## config.mk

```make
export PLATFORM = sky130hd
export DESIGN_NAME = instruction_fetcher_flat
export DESIGN_NICKNAME = d
export VERILOG_FILES = /design/src/rtl/core_pkg.sv /design/src/rtl/instruction_fetcher_if.sv /design/src/rtl/fetch_cache_entry.sv /design/src/rtl/instruction_fetcher.sv /design/src/flat_wrapper.sv
export SDC_FILE = /design/constraint.sdc
export NUM_CORES = 1
export LEC_CHECK = 0
export CAP_MARGIN = 10
export CORE_MARGIN = 10
export CORE_UTILIZATION = 31
export DETAILED_ROUTE_END_ITERATION = 7
export PLACE_DENSITY_LB_ADDON = 0.12
export SETUP_SLACK_MARGIN = 0.15
export SKIP_LAST_GASP = 1
export SLEW_MARGIN = 40
export SYNTH_ARGS = -nofsm -noshare
export SYNTH_HDL_FRONTEND = slang
export SYNTH_HIERARCHICAL = 1
export SYNTH_SLANG_ARGS = --single-unit
```

## constraint.sdc

```tcl
create_clock -name clk -period 2 [get_ports clk]
set_input_delay 0.6 -clock clk [delete_from_list [all_inputs] [get_ports clk]]
set_output_delay 0.6 -clock clk [all_outputs]
set_load 0.01 [all_outputs]
```

## src/rtl/core_pkg.sv

```systemverilog
// rtl/core_pkg.sv - shared types and constants for the instruction fetcher
// Contents: fetch_state_t FSM encoding, register-field bit positions,
//           the NOP word returned on an aborted fetch, and a field-extract helper.
package core_pkg;

    typedef enum logic [1:0] {
        ST_IDLE = 2'd0,
        ST_REQ  = 2'd1,
        ST_DONE = 2'd2
    } fetch_state_t;

    localparam int REG_W       = 5;
    localparam int OUT_REG_LSB = 21;
    localparam int IN0_REG_LSB = 16;
    localparam int IN1_REG_LSB = 11;
    localparam int IN2_REG_LSB = 6;

    localparam logic [31:0] NOP_WORD = 32'h0;

    function automatic logic [REG_W-1:0] reg_field(input logic [31:0] word, input int lsb);
        return word[lsb +: REG_W];
    endfunction

endpackage

```

## src/rtl/instruction_fetcher_if.sv

```systemverilog
// rtl/instruction_fetcher_if.sv - memory read bus between fetcher and instruction memory
// Signals: mem_req/mem_addr (fetcher -> memory), mem_ack/mem_rdata (memory -> fetcher).
// Modports: master = fetcher side, slave = memory side.
interface instruction_fetcher_if;
    logic        mem_req;
    logic [31:0] mem_addr;
    logic        mem_ack;
    logic [31:0] mem_rdata;

    modport master (output mem_req, output mem_addr, input mem_ack, input mem_rdata);
    modport slave  (input mem_req, input mem_addr, output mem_ack, output mem_rdata);
endinterface

```

## src/rtl/fetch_cache_entry.sv

```systemverilog
// rtl/fetch_cache_entry.sv - single-entry instruction cache (tag + valid + data)
// Ports: clk, reset (sync, active-high); i_fill/i_fill_tag/i_fill_data write the entry;
//        i_inv clears valid (wins over a simultaneous fill); i_lookup_tag -> o_hit, o_data.
module fetch_cache_entry
    import core_pkg::*;
(
    input  logic        clk,
    input  logic        reset,
    input  logic        i_fill,
    input  logic        i_inv,
    input  logic [29:0] i_fill_tag,
    input  logic [31:0] i_fill_data,
    input  logic [29:0] i_lookup_tag,
    output logic        o_hit,
    output logic [31:0] o_data
);

    logic        r_valid;
    logic [29:0] r_tag;
    logic [31:0] r_data;

    always_ff @(posedge clk) begin
        if (reset) begin
            r_valid <= 1'b0;
            r_tag   <= '0;
            r_data  <= NOP_WORD;
        end else begin
            if (i_fill) begin
                r_tag  <= i_fill_tag;
                r_data <= i_fill_data;
            end
            if (i_inv) begin
                r_valid <= 1'b0;
            end else if (i_fill) begin
                r_valid <= 1'b1;
            end
        end
    end

    assign o_hit  = r_valid && (r_tag == i_lookup_tag);
    assign o_data = r_data;

endmodule

```

## src/rtl/instruction_fetcher.sv

```systemverilog
// rtl/instruction_fetcher.sv - single-word instruction fetch FSM with timeout and decode
// Ports: clk, reset (sync, active-high); mem (instruction_fetcher_if.master);
//        i_fetcher_reset (high = hold idle), i_pc; o_fetcher_completed, o_instr,
//        o_in_reg_num[3], o_out_reg_num, o_fetch_timeout; i_cache_inv (FETCH_CACHE_EN only).
// Build option: define FETCH_CACHE_EN for a one-entry instruction cache.
module instruction_fetcher
    import core_pkg::*;
#(
    parameter int TIMEOUT_CYCLES = 255
) (
    input  logic                   clk,
    input  logic                   reset,
    instruction_fetcher_if.master  mem,
    input  logic                   i_fetcher_reset,
    input  logic [31:0]            i_pc,
    output logic                   o_fetcher_completed,
    output logic [31:0]            o_instr,
    output logic [2:0][REG_W-1:0]  o_in_reg_num,
    output logic [REG_W-1:0]       o_out_reg_num,
    output logic                   o_fetch_timeout
`ifdef FETCH_CACHE_EN
    ,
    input  logic                   i_cache_inv
`endif
);

    localparam logic [15:0] TIMEOUT_LAST = 16'(TIMEOUT_CYCLES - 1);

    fetch_state_t r_state;
    fetch_state_t w_next_state;
    logic [31:0]  r_instr;
    logic [31:0]  w_next_instr;
    logic         r_fetch_timeout;
    logic         w_next_timeout;
    logic [15:0]  r_wait_cnt;
    logic [15:0]  w_next_cnt;

    logic         w_cache_hit;
    logic [31:0]  w_cache_data;

    // Byte offset within the word is irrelevant to a word fetch.
    logic         w_unused_pc_bits;
    assign w_unused_pc_bits = ^i_pc[1:0];

`ifdef FETCH_CACHE_EN
    logic w_fill;
    // Only a real ack fills; a fetcher_reset in the ack cycle discards the data.
    assign w_fill = (r_state == ST_REQ) && !i_fetcher_reset && mem.mem_ack;

    fetch_cache_entry u_cache (
        .clk          (clk),
        .reset        (reset),
        .i_fill       (w_fill),
        .i_inv        (i_cache_inv),
        .i_fill_tag   (i_pc[31:2]),
        .i_fill_data  (mem.mem_rdata),
        .i_lookup_tag (i_pc[31:2]),
        .o_hit        (w_cache_hit),
        .o_data       (w_cache_data)
    );
`else
    assign w_cache_hit  = 1'b0;
    assign w_cache_data = NOP_WORD;
`endif

    always_ff @(posedge clk) begin
        if (reset) begin
            r_state         <= ST_IDLE;
            r_instr         <= NOP_WORD;
            r_fetch_timeout <= 1'b0;
            r_wait_cnt      <= '0;
        end else begin
            r_state         <= w_next_state;
            r_instr         <= w_next_instr;
            r_fetch_timeout <= w_next_timeout;
            r_wait_cnt      <= w_next_cnt;
        end
    end

    always_comb begin
        w_next_state   = r_state;
        w_next_instr   = r_instr;
        w_next_timeout = r_fetch_timeout;
        w_next_cnt     = r_wait_cnt;
        case (r_state)
            ST_IDLE: begin
                if (!i_fetcher_reset) begin
                    if (w_cache_hit) begin
                        w_next_state   = ST_DONE;
                        w_next_instr   = w_cache_data;
                        w_next_timeout = 1'b0;
                    end else begin
                        w_next_state = ST_REQ;
                        w_next_cnt   = '0;
                    end
                end
            end
            ST_REQ: begin
                if (i_fetcher_reset) begin
                    w_next_state = ST_IDLE;
                end else if (mem.mem_ack) begin
                    w_next_state   = ST_DONE;
                    w_next_instr   = mem.mem_rdata;
                    w_next_timeout = 1'b0;
                end else if (r_wait_cnt == TIMEOUT_LAST) begin
                    w_next_state   = ST_DONE;
                    w_next_instr   = NOP_WORD;
                    w_next_timeout = 1'b1;
                end else begin
                    w_next_cnt = r_wait_cnt + 16'd1;
                end
            end
            ST_DONE: begin
                if (i_fetcher_reset) begin
                    w_next_state = ST_IDLE;
                end
            end
            default: begin
                w_next_state = ST_IDLE;
            end
        endcase
    end

    assign mem.mem_req          = (r_state == ST_REQ);
    assign mem.mem_addr         = {i_pc[31:2], 2'b00};
    assign o_fetcher_completed  = (r_state == ST_DONE);
    assign o_instr              = r_instr;
    assign o_fetch_timeout      = r_fetch_timeout;
    assign o_out_reg_num        = reg_field(r_instr, OUT_REG_LSB);
    assign o_in_reg_num[0]      = reg_field(r_instr, IN0_REG_LSB);
    assign o_in_reg_num[1]      = reg_field(r_instr, IN1_REG_LSB);
    assign o_in_reg_num[2]      = reg_field(r_instr, IN2_REG_LSB);

endmodule

```

## src/flat_wrapper.sv

```systemverilog
// flat-port wrapper written by rule: the top's interface ports become plain ports
module instruction_fetcher_flat import core_pkg::*;
#(
    parameter int TIMEOUT_CYCLES = 255
)
  (clk, reset, i_fetcher_reset, i_pc, o_fetcher_completed, o_instr, o_in_reg_num, o_out_reg_num, o_fetch_timeout, mem_mem_req, mem_mem_addr, mem_mem_ack, mem_mem_rdata);
  instruction_fetcher_if mem_i ();
  input  logic clk;
  input  logic reset;
  input  logic i_fetcher_reset;
  input  logic [31:0] i_pc;
  output logic o_fetcher_completed;
  output logic [31:0] o_instr;
  output logic [2:0][REG_W-1:0] o_in_reg_num;
  output logic [REG_W-1:0] o_out_reg_num;
  output logic o_fetch_timeout;
  output wire logic [$bits(mem_i.mem_req)-1:0] mem_mem_req;
  output wire logic [$bits(mem_i.mem_addr)-1:0] mem_mem_addr;
  input wire logic [$bits(mem_i.mem_ack)-1:0] mem_mem_ack;
  input wire logic [$bits(mem_i.mem_rdata)-1:0] mem_mem_rdata;
  assign mem_mem_req = mem_i.mem_req;
  assign mem_mem_addr = mem_i.mem_addr;
  assign mem_i.mem_ack = mem_mem_ack;
  assign mem_i.mem_rdata = mem_mem_rdata;
  instruction_fetcher #(.TIMEOUT_CYCLES(TIMEOUT_CYCLES)) u_core (.clk(clk), .reset(reset), .mem(mem_i), .i_fetcher_reset(i_fetcher_reset), .i_pc(i_pc), .o_fetcher_completed(o_fetcher_completed), .o_instr(o_instr), .o_in_reg_num(o_in_reg_num), .o_out_reg_num(o_out_reg_num), .o_fetch_timeout(o_fetch_timeout));
endmodule
```

* Yosys cells after proc, flatten, opt, wreduce, memory -nomap -nowiden
Cells that the tools add are included.
** Cells by class
- Bitwise operators :: 1
- Eq/ne operators :: 9
- Reductions and logical operators :: 6
- Muxes and demuxes :: 15
- Add/subtract/negate cells :: 1
** Operator list (number)
- $mux 16 :: 4
- $mux 32 :: 2
- $pmux 16 s2 :: 1
- $add 16x1->16 const B :: 1
- $eq 16x8->1 const B :: 1
- $mux 2 :: 5
- $ne 2x2->1 const B :: 5
- $pmux 2 s3 :: 1
- $reduce_and 3->1 :: 2
- $reduce_and 5->1 :: 1
- $ne 4x2->1 const B :: 1
- $reduce_bool 2->1 :: 2
- $eq 2x1->1 const B :: 1
- $eq 2x2->1 const B :: 1
- $logic_not 2->1 :: 1
- $mux 1 :: 2
- $not 1->1 :: 1
** Storage, ports and cells
- Logic and storage cells :: 36
- Input bits :: 68
- Output and inout bits :: 87
- Register bits :: 51

* Depth between registers and ports, before layout
Gate-level depths: netlist of run 1.
- Depth in word-level cells :: 5
- Gate-level depth with buffers :: 7
- Depth with buffers taken out :: 6

* Least setup slack after synthesis of run 1
No wires, ideal clock.
- Path kind :: input port to flip-flop
- From :: input mem_mem_ack
- To :: register u_core.r_wait_cnt[14]
- Data arrival time :: 1756 ps
- Setup slack :: 186 ps
- Data required time :: 1942 ps
- Cell stages on the path :: 5
- Cells stage by stage :: buf_6 a211oi_2 nand2_1 nor4b_1 a211o_1
** Between the ends
- Longest elaborated chain between the ends :: 2
** RTL lines
- from (decl) :: RTL line flat_wrapper.sv:19 : input wire logic [$bits(mem_i.mem_ack)-1:0] mem_mem_ack;
- $ne 2x2->1 (no source line)
- $reduce_and 5->1 (no source line)
- to (signal assigned) :: RTL line instruction_fetcher.sv:76 : r_wait_cnt <= w_next_cnt;
- to (decl) :: RTL line instruction_fetcher.sv:35 : logic [15:0] r_wait_cnt;
Every way passes these cells.
A chain may end at the register's enable or synchronous reset.

* Worst setup path in the final report of run 1
- From :: register u_core.r_instr[25], in the netlist u_core/o_instr[25]
- To :: output o_out_reg_num[4]
** RTL lines
- from (decl) :: RTL line instruction_fetcher.sv:31 : logic [31:0] r_instr;
- from (signal assigned) :: RTL line instruction_fetcher.sv:74 : r_instr <= w_next_instr;
- to (decl) :: RTL line flat_wrapper.sv:15 : output logic [REG_W-1:0] o_out_reg_num;
No word-level cell between the ends.

==> metrics.md, run 1 <==
| Metric | Value |
|---|---|
| Status | `finished, final reports clean` |
| Delay-heaviest family, CP | `buffers and inverters` |
| Worst EP arrival | `1.20 ns` |
| DR WL/cell | `17.2 µm` |
| TritonCTS Buffers | `5` |
| Pleak | `2.03 nW` |
| Final ANT Viol Nets | `0` |
| CP Data Required Time | `around 1.4 ns` |
| Hold Crit Start | `u_core/o_fetch_timeout$_SDFFE_PP0P_` |
| Core footprint | `0.00868 mm²` |
| Final instance area | `approximately 0.0038 mm²` |
| Reg-to-reg critical path startpoint | `u_core/r_wait_cnt[1]$_SDFFE_PP0P_` |
| Die width | `114 µm` |
| RSZ-0062 raised after global routing | `true` |
| Tcrit/Tclk final | `0.901` |
| RD Place Congestion | `0.883` |
| Worst min-delay path class | `flop to flop` |
| Number of port buffers | `90` |
| Largest stage delay, worst path | `around 0.55 ns` |
| Crit path capture type | `output pin` |
| Starting density of the core | `0.317` |
| Cell row count | `34` |
| Number of antenna violations at the first check in global routing | `0` |
| Avg Vias per Cell | `5.32` |
| Via Count | `2660` |
| N_diodes | `0` |
| Vias in the first global route | `~2500` |
| Placement Setup Slack | `-0.200 ns` |
| Startpoint Class | `flop` |
| Root Buffer | `clkbuf_8` |
| Slew Limit Fails | `0` |
| Max Cap Violations | `0` |
| CTS tree | `done` |
| Mapped Area | `roughly 0.0028 mm²` |
| Worst Path Max Fanout | `3` |
| DR DRC count | `0` |
| CTS sink count | `51` |
| Die Area | `0.0131 mm²` |
| Slowest-stage cell, CP | `clkdlybuf4s50_1` |
| Sequential-to-total area share from yosys stat | `0.371` |
| Overflow after GRT | `0` |
| Layout cells sized above 1 | `0.145` |
| DP Wirelength | `6.45 mm` |
| Syn-to-layout area delta | `38.4%` |
| Peak VDD IR | `0.000302 V` |
| Area post-placement | `0.00359 mm²` |
| CP Cell Sequence | `clkdlybuf4s50_1` |
| Final setup viols | `0` |
| Final Skew | `0.0124 ns` |
| Synth Register Bits | `51` |
| PD cells | `548 mW/mm²` |
| Clk slew on worst S/H paths | `0.11 ns` |
| Distinct cells, synth | `48` |
| Final Hold Viols | `0` |
| Initial drt markers | `around 170` |
| Syn. warnings | `6` |
| Most common cell after layout, fill and taps aside | `dfxtp_1` |
| WS Path Type | `flop to output pin` |
| Clock buffer depth | `2` |
| Fin crit period | `1.80 ns` |
| CTS H-tree depth | `2` |
| Mapped Avg Cell Area | `between 8 and 9 µm²` |
| Final wirelength | `8.62 mm` |
| Most frequent cells in the layout | `48 x dfxtp_1, 40 x clkdlybuf4s50_1, 39 x a21oi_1, 38 x dlymetal6s2s_1, 38 x nand3_1` |
| Number of fill cells | `~880` |
| Ports | `155` |
| Top achievable clock speed | `0.555 GHz` |
| Worst setup path start | `u_core/o_instr[25]$_SDFFE_PP0P_` |
| First-pass iteration count of the detailed router | `5` |
| Total track usage | `0.127` |
| Final nets | `about 460` |
| Sum of buffers and inverters on the critical path | `1` |
| Largest net degree at the start of global routing | `34` |
| Final WS setup | `0.198 ns` |
| Synth Instances | `335` |
| Die H | `114 µm` |
| Worst-skew pair later-pin latency | `0.31 ns` |
| First-pass GRT wire length | `13.9 mm` |
## cell usage after synthesis (all sizes together)
cell / number / area, µm²
and4: 2 / 17.5
dfxtp: 51 / 1020
inv: 4 / 15.0
nor2: 3 / 11.3
clkbuf: 12 / 45.0
and3: 2 / 12.5
nor3: 11 / 55.1
nand3: 38 / 190
a311o: 1 / 10.0
nand4: 8 / 56.3
buf: 62 / 447
o31ai: 1 / 7.51
o22a: 2 / 17.5
a311oi: 1 / 8.76
a31o: 1 / 8.76
nor4b: 4 / 41.3
ha: 2 / 25.0
o21ai: 37 / 185
a21oi: 40 / 204
conb: 1 / 3.75
a211o: 3 / 26.3
o21a: 1 / 7.51
a41oi: 2 / 36.3
a211oi: 1 / 12.5
nor3b: 2 / 20.0
nor2b: 3 / 18.8
nand2: 14 / 55.1
or4b: 1 / 10.0
nand2b: 2 / 12.5
nor4: 4 / 40.0
and4b: 1 / 10.0
a31oi: 10 / 62.6
a21o: 4 / 30.0
o32ai: 1 / 8.76
o2bb2ai: 1 / 8.76
or3: 2 / 12.5
## final cells by class
class                           instances  area [µm²]  share of cell area
Multi-Input combinational cell        207        1250               0.327
Timing Repair Buffer                  122        1280               0.335
Tap cell                              108         135              0.0354
Clock inverter                          3        46.3              0.0121
Sequential cell                        51        1020               0.269
Clock buffer                            5        68.8              0.0181
Inverter                                4        15.0             0.00394
## state kept, by name (all words and copies together), names as in the netlist
name / cells
u_core/r_state: 2
u_core/o_instr: 32
u_core/r_wait_cnt: 16
u_core/o_fetch_timeout: 1
## kinds of logic (layout without fill, tap and decap cells)
group,after synthesis,after routing,share of synthesized area
compound gates,106,106,0.230
fa+ha+maj,2,2,0.00909
buf+inv,78,134,0.184
flops,51,51,0.371
other cells,1,2,0.00136
simple gates,97,97,0.204
## worst paths after layout
| path | end | slack [ns] | cells after the start |
|---|---|---|---|
| worst max register to register | u_core/r_wait_cnt[4]$_SDFFE_PP0P_ | 0.21 | 6 |
| worst max-delay path | o_out_reg_num[4] | 0.20 | 1 |
| worst min-delay path | u_core/o_fetch_timeout$_SDFFE_PP0P_ | 0.48 | 2 |
| worst min register to register | u_core/o_fetch_timeout$_SDFFE_PP0P_ | 0.48 | 2 |
## per-stage QoR
| stage | util | hold slack, ns | TNS, ns | cells | power (mW) |
|---|---|---|---|---|---|
| after floorplan | - | 0.483 | 0 | 336 | 1.26 |
| after global placement | 0.414 | 0.462 | -1.58 | 492 | 1.37 |
| after detailed placement | 0.414 | 0.473 | -1.86 | 492 | 1.37 |
| after CTS | 0.427 | 0.487 | 0 | 500 | 2.13 |
| after global routing | 0.439 | 0.516 | 0 | 500 | 2.20 |
| final | 0.439 | 0.481 | 0 | 500 | 2.09 |
## power by group
| group | switching [mW] | internal (mW) |
|---|---|---|
| clock | 0.374 | 0.378 |
| sequential | 0.0100 | 1.03 |
| combinational | 0.140 | 0.154 |
| total | 0.525 | 1.56 |
## layer usage
layer / share of wire / vias up / wire [µm] / track usage
li1: - / 1274 / - / -
met1: 0.48 / 1245 / 4100 / 0.167
met2: 0.45 / 127 / 3870 / 0.201
met3: 0.066 / 14 / 566 / 0.0346
met4: 0.010 / 0 / 87 / 0.0309
met5: 0 / - / 0 / 0
## repair_timing
item,CTS,global route
setup buffers,0,0
hold buffers,0,0
gates resized for setup,15,44
endpoints found under the setup margin,19,53
pin swaps,0,0
Power figures use the tool's default switching activity.
==> run 2, diff against run 1 <==
--- a/config.mk
+++ b/config.mk
@@ -5,14 +5,13 @@
 export SDC_FILE = /design/constraint.sdc
 export NUM_CORES = 1
 export LEC_CHECK = 0
-export CAP_MARGIN = 10
+export CAP_MARGIN = 20
 export CORE_MARGIN = 10
 export CORE_UTILIZATION = 31
 export DETAILED_ROUTE_END_ITERATION = 7
 export PLACE_DENSITY_LB_ADDON = 0.12
 export SETUP_SLACK_MARGIN = 0.15
 export SKIP_LAST_GASP = 1
-export SLEW_MARGIN = 40
 export SYNTH_ARGS = -nofsm -noshare
 export SYNTH_HDL_FRONTEND = slang
 export SYNTH_HIERARCHICAL = 1
==> results of run 2 <==
Final layout, timing and power as in run 1 (identical DEF).
==> run 3, diff against run 2 <==
--- a/config.mk
+++ b/config.mk
@@ -10,6 +10,7 @@
 export CORE_UTILIZATION = 31
 export DETAILED_ROUTE_END_ITERATION = 7
 export PLACE_DENSITY_LB_ADDON = 0.12
+export RECOVER_POWER = 50
 export SETUP_SLACK_MARGIN = 0.15
 export SKIP_LAST_GASP = 1
 export SYNTH_ARGS = -nofsm -noshare
==> run 3 against run 2 <==
Against the previous run: first-iteration DRC count down 16%; sequential power is essentially flat; register-to-register slack barely moved; maximum frequency is 0.46% lower; design area is 3.8% lower; count of clock-buffer cells in the layout is the same; non-clock buffer count stayed put; flip-flop and latch count did not move; largest power group unchanged.
==> metrics.md, run 3 (synthesized netlist as in run 1, its figures left out) <==
| Metric | Value |
|---|---|
| Status | `finished, final reports clean (unchanged)` |
| Most frequent cells in the layout | `48 x dfxtp_1, 40 x clkdlybuf4s50_1, 39 x a21oi_1, 38 x nand3_1, 34 x o21ai_1 (was 48 x dfxtp_1, 40 x clkdlybuf4s50_1, 39 x a21oi_1, 38 x dlymetal6s2s_1, 38 x nand3_1)` |
| Layout cells sized above 1 | `0.145 (unchanged)` |
| Largest stage delay, worst path | `0.55 ns (about the same)` |
| Most common cell after layout, fill and taps aside | `dfxtp_1 (unchanged)` |
| Seq pwr share | `0.499 (about the same)` |
| Clk network pwr share | `0.361 (was 0.360)` |
| Sum of buffers and inverters on the critical path | `1 (unchanged)` |
| Initial drt markers | `143 (was 171)` |
| Starting density of the core | `0.317 (unchanged)` |
| Total track usage | `0.127 (unchanged)` |
| GR Layer Usage met1 | `0.167 (unchanged)` |
| Layer with the highest usage | `met2 (unchanged)` |
| CTS H-tree depth | `2 (unchanged)` |
| Worst min-delay path class | `flop to flop (unchanged)` |
| CTS sink count | `51 (unchanged)` |
| RSZ-0062 raised after global routing | `true (unchanged)` |
| Slowest-stage cell, CP | `clkdlybuf4s50_1 (unchanged)` |
| Ports | `155 (unchanged)` |
| Vias in the first global route | `2545 (unchanged)` |
| Via Count | `2672 (was 2660)` |
| Avg Vias per Cell | `5.34 (was 5.32)` |
| Fin crit period | `1.81 ns (was 1.80 ns)` |
| Clock buffer depth | `2 (unchanged)` |
| N_diodes | `0 (unchanged)` |
| Max Cap Violations | `0 (unchanged)` |
| WS Path Type | `flop to output pin (unchanged)` |
| Worst-skew pair later-pin latency | `0.31 ns (about the same)` |
| CP Data Required Time | `1.40 ns (about the same)` |
| Crit path capture type | `output pin (unchanged)` |
| Area post-placement | `0.00359 mm² (unchanged)` |
| Final WS setup | `0.190 ns (was 0.198 ns)` |
| Cell row count | `34 (unchanged)` |
| Clk slew on worst S/H paths | `0.09 ns (was 0.11 ns)` |
| Tcrit/Tclk final | `0.905 (was 0.901)` |
| Max reg flops | `32 (unchanged)` |
| PD cells | `569 mW/mm² (was 548 mW/mm²)` |
| Int Pwr | `1.56 mW (about the same)` |
| Peak VDD IR | `0.000302 V (about the same)` |
| CTS tree | `done (unchanged)` |
| Fin util | `0.423 (was 0.439)` |
| Switch share | `0.253 (was 0.251)` |
| Final nets | `461 (unchanged)` |
| CP Cell Sequence | `clkdlybuf4s50_1 (unchanged)` |
| NetSw | `0.528 mW (was 0.525 mW)` |
| DR DRC count | `0 (unchanged)` |
| Worst EP arrival | `1.21 ns (was 1.20 ns)` |
| Final ANT Viol Nets | `0 (unchanged)` |
| Die H | `114 µm (unchanged)` |
| Top achievable clock speed | `0.552 GHz (was 0.555 GHz)` |
| Combinational share of power | `0.139 (was 0.141)` |
| Worst Path Max Fanout | `3 (unchanged)` |
| GR Util met2 | `0.201 (unchanged)` |
| Root Buffer | `clkbuf_8 (unchanged)` |
| Setup TNS Final | `0 ns (unchanged)` |
| Final setup viols | `0 (unchanged)` |
| Number of antenna violations at the first check in global routing | `0 (unchanged)` |
| Met3 GRT Util | `0.0346 (unchanged)` |
| Placement Setup Slack | `-0.200 ns (unchanged)` |
| Number of port buffers | `90 (unchanged)` |
| RD Place Congestion | `0.883 (unchanged)` |
| Slew Limit Fails | `0 (unchanged)` |
| DR WL/cell | `17.2 µm (about the same)` |
| Final Hold Viols | `0 (unchanged)` |
| Delay-heaviest family, CP | `buffers and inverters (unchanged)` |
| TritonCTS Buffers | `5 (unchanged)` |
| Overflow after GRT | `0 (unchanged)` |
| Syn-to-layout area delta | `33.2% (was 38.4%)` |
| Startpoint Class | `flop (unchanged)` |
| Final instance area | `0.00367 mm² (was 0.00381 mm²)` |
| Core footprint | `0.00868 mm² (unchanged)` |
| First-pass GRT wire length | `13.9 mm (unchanged)` |
| Pleak | `1.30 nW (was 2.03 nW)` |
| Final wirelength | `8.61 mm (was 8.62 mm)` |
| Final Skew | `0.0105 ns (was 0.0124 ns)` |
| Die Area | `0.0131 mm² (unchanged)` |
| DP Wirelength | `6.45 mm (unchanged)` |
| First-pass iteration count of the detailed router | `5 (unchanged)` |
| Die width | `114 µm (unchanged)` |
| Largest net degree at the start of global routing | `34 (unchanged)` |
==> run 3: cell count changes in the layout (fill, tap and decap cells not counted), sizes merged <==
cell	change
dlymetal6s2s	-38
clkdlybuf4s25	+30
clkbuf	+7
buf	+1
==> run 3: power groups by stage <==
stage	Combinational, mW	Sequential [mW]	Clock [mW]
after floorplan	0.185	1.07	0
after global placement	0.301	1.07	0
after detailed placement	0.302	1.07	0
after CTS	0.299	1.04	0.785
after global routing	0.316	1.05	0.832
final	0.290	1.04	0.754
==> run 3: final timing paths <==
path	startpoint	endpoint	slack, ns	depth (start not counted)
worst max-delay path	u_core/o_instr[25]$_SDFFE_PP0P_	o_out_reg_num[4]	0.19	1
worst min-delay path	u_core/o_instr[26]$_SDFFE_PP0P_	u_core/o_instr[26]$_SDFFE_PP0P_	0.48	2
worst max register to register	u_core/r_wait_cnt[1]$_SDFFE_PP0P_	u_core/r_wait_cnt[14]$_SDFFE_PP0P_	0.21	5
worst min register to register	u_core/o_instr[26]$_SDFFE_PP0P_	u_core/o_instr[26]$_SDFFE_PP0P_	0.48	2
==> run 3: layer usage <==
metal	up-vias	part of all wire
met3	12	0.064
met4	0	0.0092
li1	1275	-
met5	-	0
met1	1258	0.48
met2	127	0.45
==> run 3: final cells by class <==
class,count,area (µm²)
tap,108,135
inverter,4,15.0
sequential,51,1020
clock buffer,5,68.8
fill,918,5010
timing repair buffer,122,1130
clock inverter,3,46.3
multi-input combinational,207,1250
==> run 3: metrics by stage <==
stage                     power (mW)  hold WS, ns  cells
after CTS                       2.13        0.487    500
after floorplan                 1.26        0.483    336
after global placement          1.37        0.462    492
final                           2.09        0.482    500
after global routing            2.19        0.516    500
after detailed placement        1.37        0.473    492
==> run 3: repair_timing <==
item	in CTS	in global routing
setup buffers	0	0
hold buffers	0	0
endpoints found under the hold margin	0	0
setup endpoints to repair	19	53
gates resized for setup	15	44
